`config.mk`:
```
export PLATFORM = sky130hd
export DESIGN_NAME = vmul_op_sequencer
export DESIGN_NICKNAME = d
export VERILOG_FILES = /design/src/rtl/vmul_pkg.sv /design/src/rtl/vmul_op_sequencer.sv
export SDC_FILE = /design/constraint.sdc
export NUM_CORES = 1
export LEC_CHECK = 0
export CAP_MARGIN = 10
export CORE_ASPECT_RATIO = 0.7
export CORE_MARGIN = 2
export CORE_UTILIZATION = 45
export DETAILED_ROUTE_END_ITERATION = 16
export HOLD_SLACK_MARGIN = 0.08
export PLACE_DENSITY = 0.86
export SYNTH_ARGS = -nofsm -noshare
export SYNTH_HDL_FRONTEND = slang
export SYNTH_SLANG_ARGS = --single-unit
```
`constraint.sdc`:
```
create_clock -name clk -period 2.7 [get_ports clk]
set_input_delay 0.405 -clock clk [delete_from_list [all_inputs] [get_ports clk]]
set_output_delay 0.405 -clock clk [all_outputs]
set_load 0.005 [all_outputs]
```
`src/rtl/vmul_pkg.sv`:
```
// Shared types for the vector multiplier issue path.
//   opcode_e    : MUL / MULH / MULHU / MULSU encodings (00..11)
//   precision_e : lane width 8 / 16 / 32; the fourth code is an alias of 8
//   seq_state_e : op sequencer states
//   LANES       : number of byte lanes carrying sign flags and negate bits
package vmul_pkg;

    localparam int unsigned LANES = 4;

    typedef enum logic [1:0] {
        OpMul   = 2'b00,
        OpMulh  = 2'b01,
        OpMulhu = 2'b10,
        OpMulsu = 2'b11
    } opcode_e;

    typedef enum logic [1:0] {
        PrecP8    = 2'b00,
        PrecP16   = 2'b01,
        PrecP32   = 2'b10,
        PrecP8Alt = 2'b11
    } precision_e;

    typedef enum logic [1:0] {
        StIdle = 2'b00,
        StCond = 2'b01,
        StMul  = 2'b10,
        StResp = 2'b11
    } seq_state_e;

    // Every op except plain MUL returns the upper half of each lane product.
    function automatic logic is_high_half(input opcode_e op);
        return op != OpMul;
    endfunction

endpackage

```
`src/rtl/vmul_op_sequencer.sv`:
```
// Issue controller for the vector multiplier.
// Accepts one op per req handshake, registers it into the conditioning stage (dp_*),
// captures the per-byte sign flags returned from that stage, pulses mul_start to the
// Vedic array, waits out its fixed latency and then holds the result-fixup controls
// (rsp_*) until the result stage takes them.
// Ports:
//   clk, rst          clock and synchronous active-high reset
//   req_*             op request (valid/ready handshake): opcode, precision, A, B
//   dp_*              registered op to the datapath; dp_sign_a/b are sign flags back from it
//   mul_start         one-cycle start pulse to the array
//   rsp_*             fixup controls (negate mask, high-half select, precision) with handshake
//   busy              high whenever an op is in flight
module vmul_op_sequencer
    import vmul_pkg::*;
#(
    parameter int unsigned MUL_LATENCY = 3  // legal range 1..15
) (
    input  logic                 clk,
    input  logic                 rst,
    input  logic                 req_valid,
    output logic                 req_ready,
    input  logic [1:0]           req_opcode,
    input  logic [1:0]           req_precision,
    input  logic [31:0]          req_operand_a,
    input  logic [31:0]          req_operand_b,
    output logic [1:0]           dp_opcode,
    output logic [1:0]           dp_precision,
    output logic [31:0]          dp_operand_a,
    output logic [31:0]          dp_operand_b,
    input  logic [LANES-1:0]     dp_sign_a,
    input  logic [LANES-1:0]     dp_sign_b,
    output logic                 mul_start,
    output logic                 rsp_valid,
    input  logic                 rsp_ready,
    output logic [LANES-1:0]     rsp_neg_mask,
    output logic                 rsp_sel_high,
    output logic [1:0]           rsp_precision,
    output logic                 busy
);

    localparam int unsigned      CntW    = $clog2(MUL_LATENCY + 1);
    localparam logic [CntW-1:0]  CntLoad = CntW'(MUL_LATENCY - 1);
    localparam logic [CntW-1:0]  CntOne  = CntW'(1);

    seq_state_e          state_q;
    logic [CntW-1:0]     cnt_q;
    logic [1:0]          dp_opcode_q;
    logic [1:0]          dp_precision_q;
    logic [31:0]         dp_operand_a_q;
    logic [31:0]         dp_operand_b_q;
    logic                mul_start_q;
    logic                rsp_valid_q;
    logic [LANES-1:0]    rsp_neg_mask_q;
    logic                rsp_sel_high_q;
    logic [1:0]          rsp_precision_q;
    logic                busy_q;

    logic                ready_c;
    logic                accept;

    // Ready in RESP follows rsp_ready combinationally so a new op can be taken on the
    // same edge the current response retires.
    always_comb begin
        ready_c = 1'b0;
        if (!rst) begin
            ready_c = (state_q == StIdle) || ((state_q == StResp) && rsp_ready);
        end
        accept = ready_c && req_valid;
    end

    always_ff @(posedge clk) begin
        if (rst) begin
            state_q         <= StIdle;
            cnt_q           <= '0;
            dp_opcode_q     <= '0;
            dp_precision_q  <= '0;
            dp_operand_a_q  <= '0;
            dp_operand_b_q  <= '0;
            mul_start_q     <= 1'b0;
            rsp_valid_q     <= 1'b0;
            rsp_neg_mask_q  <= '0;
            rsp_sel_high_q  <= 1'b0;
            rsp_precision_q <= '0;
            busy_q          <= 1'b0;
        end else begin
            mul_start_q <= 1'b0;

            // dp_* only move on an accepted request; the array reads them live until then.
            if (accept) begin
                dp_opcode_q    <= req_opcode;
                dp_precision_q <= req_precision;
                dp_operand_a_q <= req_operand_a;
                dp_operand_b_q <= req_operand_b;
            end

            case (state_q)
                StIdle: begin
                    if (accept) begin
                        state_q     <= StCond;
                        mul_start_q <= 1'b1;
                        busy_q      <= 1'b1;
                    end
                end
                StCond: begin
                    // Conditioning already zeroed flags of unsigned operands and replicated
                    // them per lane, so a plain XOR gives the product sign at any precision.
                    rsp_neg_mask_q  <= dp_sign_a ^ dp_sign_b;
                    rsp_sel_high_q  <= is_high_half(opcode_e'(dp_opcode_q));
                    rsp_precision_q <= dp_precision_q;
                    cnt_q           <= CntLoad;
                    state_q         <= StMul;
                end
                StMul: begin
                    if (cnt_q == '0) begin
                        state_q     <= StResp;
                        rsp_valid_q <= 1'b1;
                    end else begin
                        cnt_q <= cnt_q - CntOne;
                    end
                end
                StResp: begin
                    if (rsp_ready) begin
                        rsp_valid_q <= 1'b0;
                        if (req_valid) begin
                            state_q     <= StCond;
                            mul_start_q <= 1'b1;
                        end else begin
                            state_q <= StIdle;
                            busy_q  <= 1'b0;
                        end
                    end
                end
                default: begin
                    state_q <= StIdle;
                    busy_q  <= 1'b0;
                end
            endcase
        end
    end

    assign req_ready     = ready_c;
    assign dp_opcode     = dp_opcode_q;
    assign dp_precision  = dp_precision_q;
    assign dp_operand_a  = dp_operand_a_q;
    assign dp_operand_b  = dp_operand_b_q;
    assign mul_start     = mul_start_q;
    assign rsp_valid     = rsp_valid_q;
    assign rsp_neg_mask  = rsp_neg_mask_q;
    assign rsp_sel_high  = rsp_sel_high_q;
    assign rsp_precision = rsp_precision_q;
    assign busy          = busy_q;

endmodule
```
==> impl_metrics.py <==
metrics = {
    "outcome": {
        "outcome": "finished, final reports clean",
    },
    "final_layout": {
        "final_util": 0.6966,
        "fill_cells": 639,
        "drive_gt1_frac": 0.08918,
        "final_common_cell": "clkdlybuf4s50_1",
        "antennaDiodeCount": 0,
        "multi_input_area_um2": 1594,
        "final_cell_area_um2": 5413,
        "areaGrowthSynthToFinish_pct": 52.43,
        "seqCellArea_um2": 1642,
        "final_cell_mix": "158 x clkdlybuf4s50_1, 82 x dfxtp_1, 69 x nand2_1, 68 x o211ai_1, 49 x nand3_1",
        "final_nets": 609,
    },
    "power_and_ir_drop": {
        "ir_drop_mv": 0.9823,
        "p_leak_nw": 2.195,
        "power_density_nw_per_um2": 872.2,
    },
    "floorplanning": {
        "start_util": 0.4570,
        "die_w_um": 110.2,
        "std_cell_rows": 27,
        "ios": 159,
        "dieArea_um2": 8629,
        "core_region_area_um2": 7770,
        "die_y_um": 78.32,
    },
    "placed_design": {
        "port_buffers": 158,
        "hpwl_um": 6746,
        "place_area_um2": 5059,
        "gp_congestion": 0.8194,
    },
    "synthesis": {
        "ys_types": 32,
        "synth_ff_type": "dfxtp_1",
        "syn_inst": 387,
        "ys_seq_elements": 82,
        "ys_warn_count": 0,
        "ys_seq_area_frac": 0.4623,
        "synth_nets": 472,
        "ys_async_sr_fraction": 0,
        "syn_area_per_cell_um2": 9.175,
        "synth_area_um2": 3551,
        "synth_enable_flop_cells": 0,
    },
    "timing": {
        "finalCritPeriodShare": 0.8253,
        "setup_viol": 0,
        "max_freq_mhz": 448.8,
        "grt_setup_unrepaired": "no",
        "slew-limit-headroom": 0.5003,
        "tns_ns": 0,
        "clock_skew_ns": 0.004700,
        "tightest_slew_ns": 0.7496,
        "timing.hold.ws_ns": 0.4742,
        "slew_viol_final": 0,
        "hold_viol": 0,
        "period_needed_ns": 2.228,
    },
    "global_route": {
        "grt_pass1_vias": 3368,
        "grt_overflow": 0,
        "grt_pass1_wl_um": 16410,
        "grt_max_degree": 70,
        "grt_antenna_before_repair": 0,
        "track_usage": 0.2400,
    },
    "clock_tree": {
        "clkTransAtPathRegs_ns": 0.06,
        "clock_path_buffers": 2,
        "post-cts-setup-buffers": 0,
        "clk_latency_ns": 0.32,
        "cts_tree": "built",
        "clock_sinks": 82,
        "htree_levels": 3,
        "cts_made_buffers": 9,
        "cts-root-buf": "clkbuf_16",
        "post_cts_resize_count": 0,
        "cts-hold-fix-buffers": 0,
    },
    "drt": {
        "firstDrtPassIters": 4,
        "via_per_inst": 5.384,
        "drt_iter0_markers": 208,
        "drc_errors": 0,
        "vias": 3381,
        "antenna_left": 0,
        "drt-total-wl_um": 10160,
        "wire_per_inst_um": 16.18,
    },
    "worst_setup_path": {
        "end_kind": "output pin",
        "crit_fanout": 8,
        "crit_path_start_kind": "register",
        "crit_required_ns": 2.30,
        "worstSetupPathType": "reg2out",
        "cp_slowest_stage_delay_ns": 0.51,
        "worst_path_max_delay_cell": "clkdlybuf4s50_1",
        "path_cells": "ha_1 -> a21oi_4 -> nor2_1 -> clkdlybuf4s50_1",
        "arrival_ns": 1.82,
    },
    "job": {
        "cap_violations": 0,
    },
    "min_path": {
        "hp-class": "reg2reg",
    },
}
==> flip-flops by register name (all words and copies together) (netlist names), 2 cells and up <==
name,flops
rsp_precision,2
dp_operand_b,32
state_q,2
dp_precision,2
cnt_q,2
dp_operand_a,32
dp_opcode,2
rsp_neg_mask,4
==> final timing paths <==
path	start	endpoint	cells past startpoint	slack, ns
worst min register to register	dp_operand_b[8]	dp_operand_b[8]	2	0.47
worst max-delay path	state_q[1]	req_ready	4	0.47
worst max register to register	state_q[0]	dp_operand_b[28]	6	0.79
worst min-delay path	dp_operand_b[8]	dp_operand_b[8]	2	0.47
==> worst max-delay path: cells and delay by family (launching register included) <==
kind,cells,cell delay [ns]
AO/OA/AOI/OAI,1,0.10
flip-flops,1,0.38
buffers and inverters,1,0.51
adder cells (fa/ha/maj),1,0.40
AND/OR/NAND/NOR,1,0.11
==> where the power goes <==
group / total (mW) / internal [mW] / switching (mW) / leakage, nW
combinational: 1.69 / 0.763 / 0.923 / 1.35
sequential: 1.59 / 1.46 / 0.136 / 0.673
clock: 1.44 / 0.988 / 0.454 / 0.172
==> kinds of logic (layout without fill, tap and decap cells) <==
family / after synthesis / count (layout) / share of synthesized area
flip-flops: 82 / 82 / 0.4623
AO/OA/AOI/OAI: 88 / 88 / 0.1882
multiplexers: 2 / 2 / 0.005638
adder cells (fa/ha/maj): 5 / 5 / 0.01762
buffers and inverters: 48 / 188 / 0.09021
XOR/XNOR: 4 / 4 / 0.009865
AND/OR/NAND/NOR: 158 / 158 / 0.2262
==> Yosys cell counts, drive strengths merged (2+ instances only) <==
library cell	number	area [µm²]
a21oi	4	31.28
inv	8	30.03
nor2b	3	21.27
nand3	69	445.4
nand2	69	259.0
xnor2	4	35.03
buf	27	241.5
o21ai	2	10.01
ha	5	62.56
a211oi	8	60.06
mux2i	2	20.02
o211ai	68	510.5
nand2b	3	18.77
clkbuf	13	48.80
dfxtp	82	1642
nor2	11	41.29
==> per-stage QoR <==
stage	power, mW	worst slack, ns	cells
3_3_place_gp	3.242	0.6285	614
5_1_grt	4.985	0.3598	628
4_1_cts	4.756	0.4585	628
6_report	4.721	0.4716	628
3_5_place_dp	3.288	0.5991	614
2_1_floorplan	2.657	1.111	387
==> metal layers <==
layer / part of all wire / wire, µm / GRT usage / up-vias
li1: - / - / - / 1656
met1: 0.44 / 4455 / 0.2972 / 1596
met2: 0.47 / 4818 / 0.3982 / 121
met3: 0.079 / 804 / 0.08472 / 8
met4: 0.0079 / 80 / 0.06000 / 0
met5: 0 / 0 / 0 / -
==> final cells by class <==
| cell class | instances | area share |
|---|---|---|
| inverter | 8 | 0.005548 |
| tap | 101 | 0.02335 |
| clock inverter | 5 | 0.02381 |
| sequential | 82 | 0.3033 |
| multi-input combinational | 257 | 0.2945 |
| timing repair buffer | 166 | 0.3079 |
| clock buffer | 9 | 0.04161 |
No activity file was read; power rests on OpenSTA's default activity.
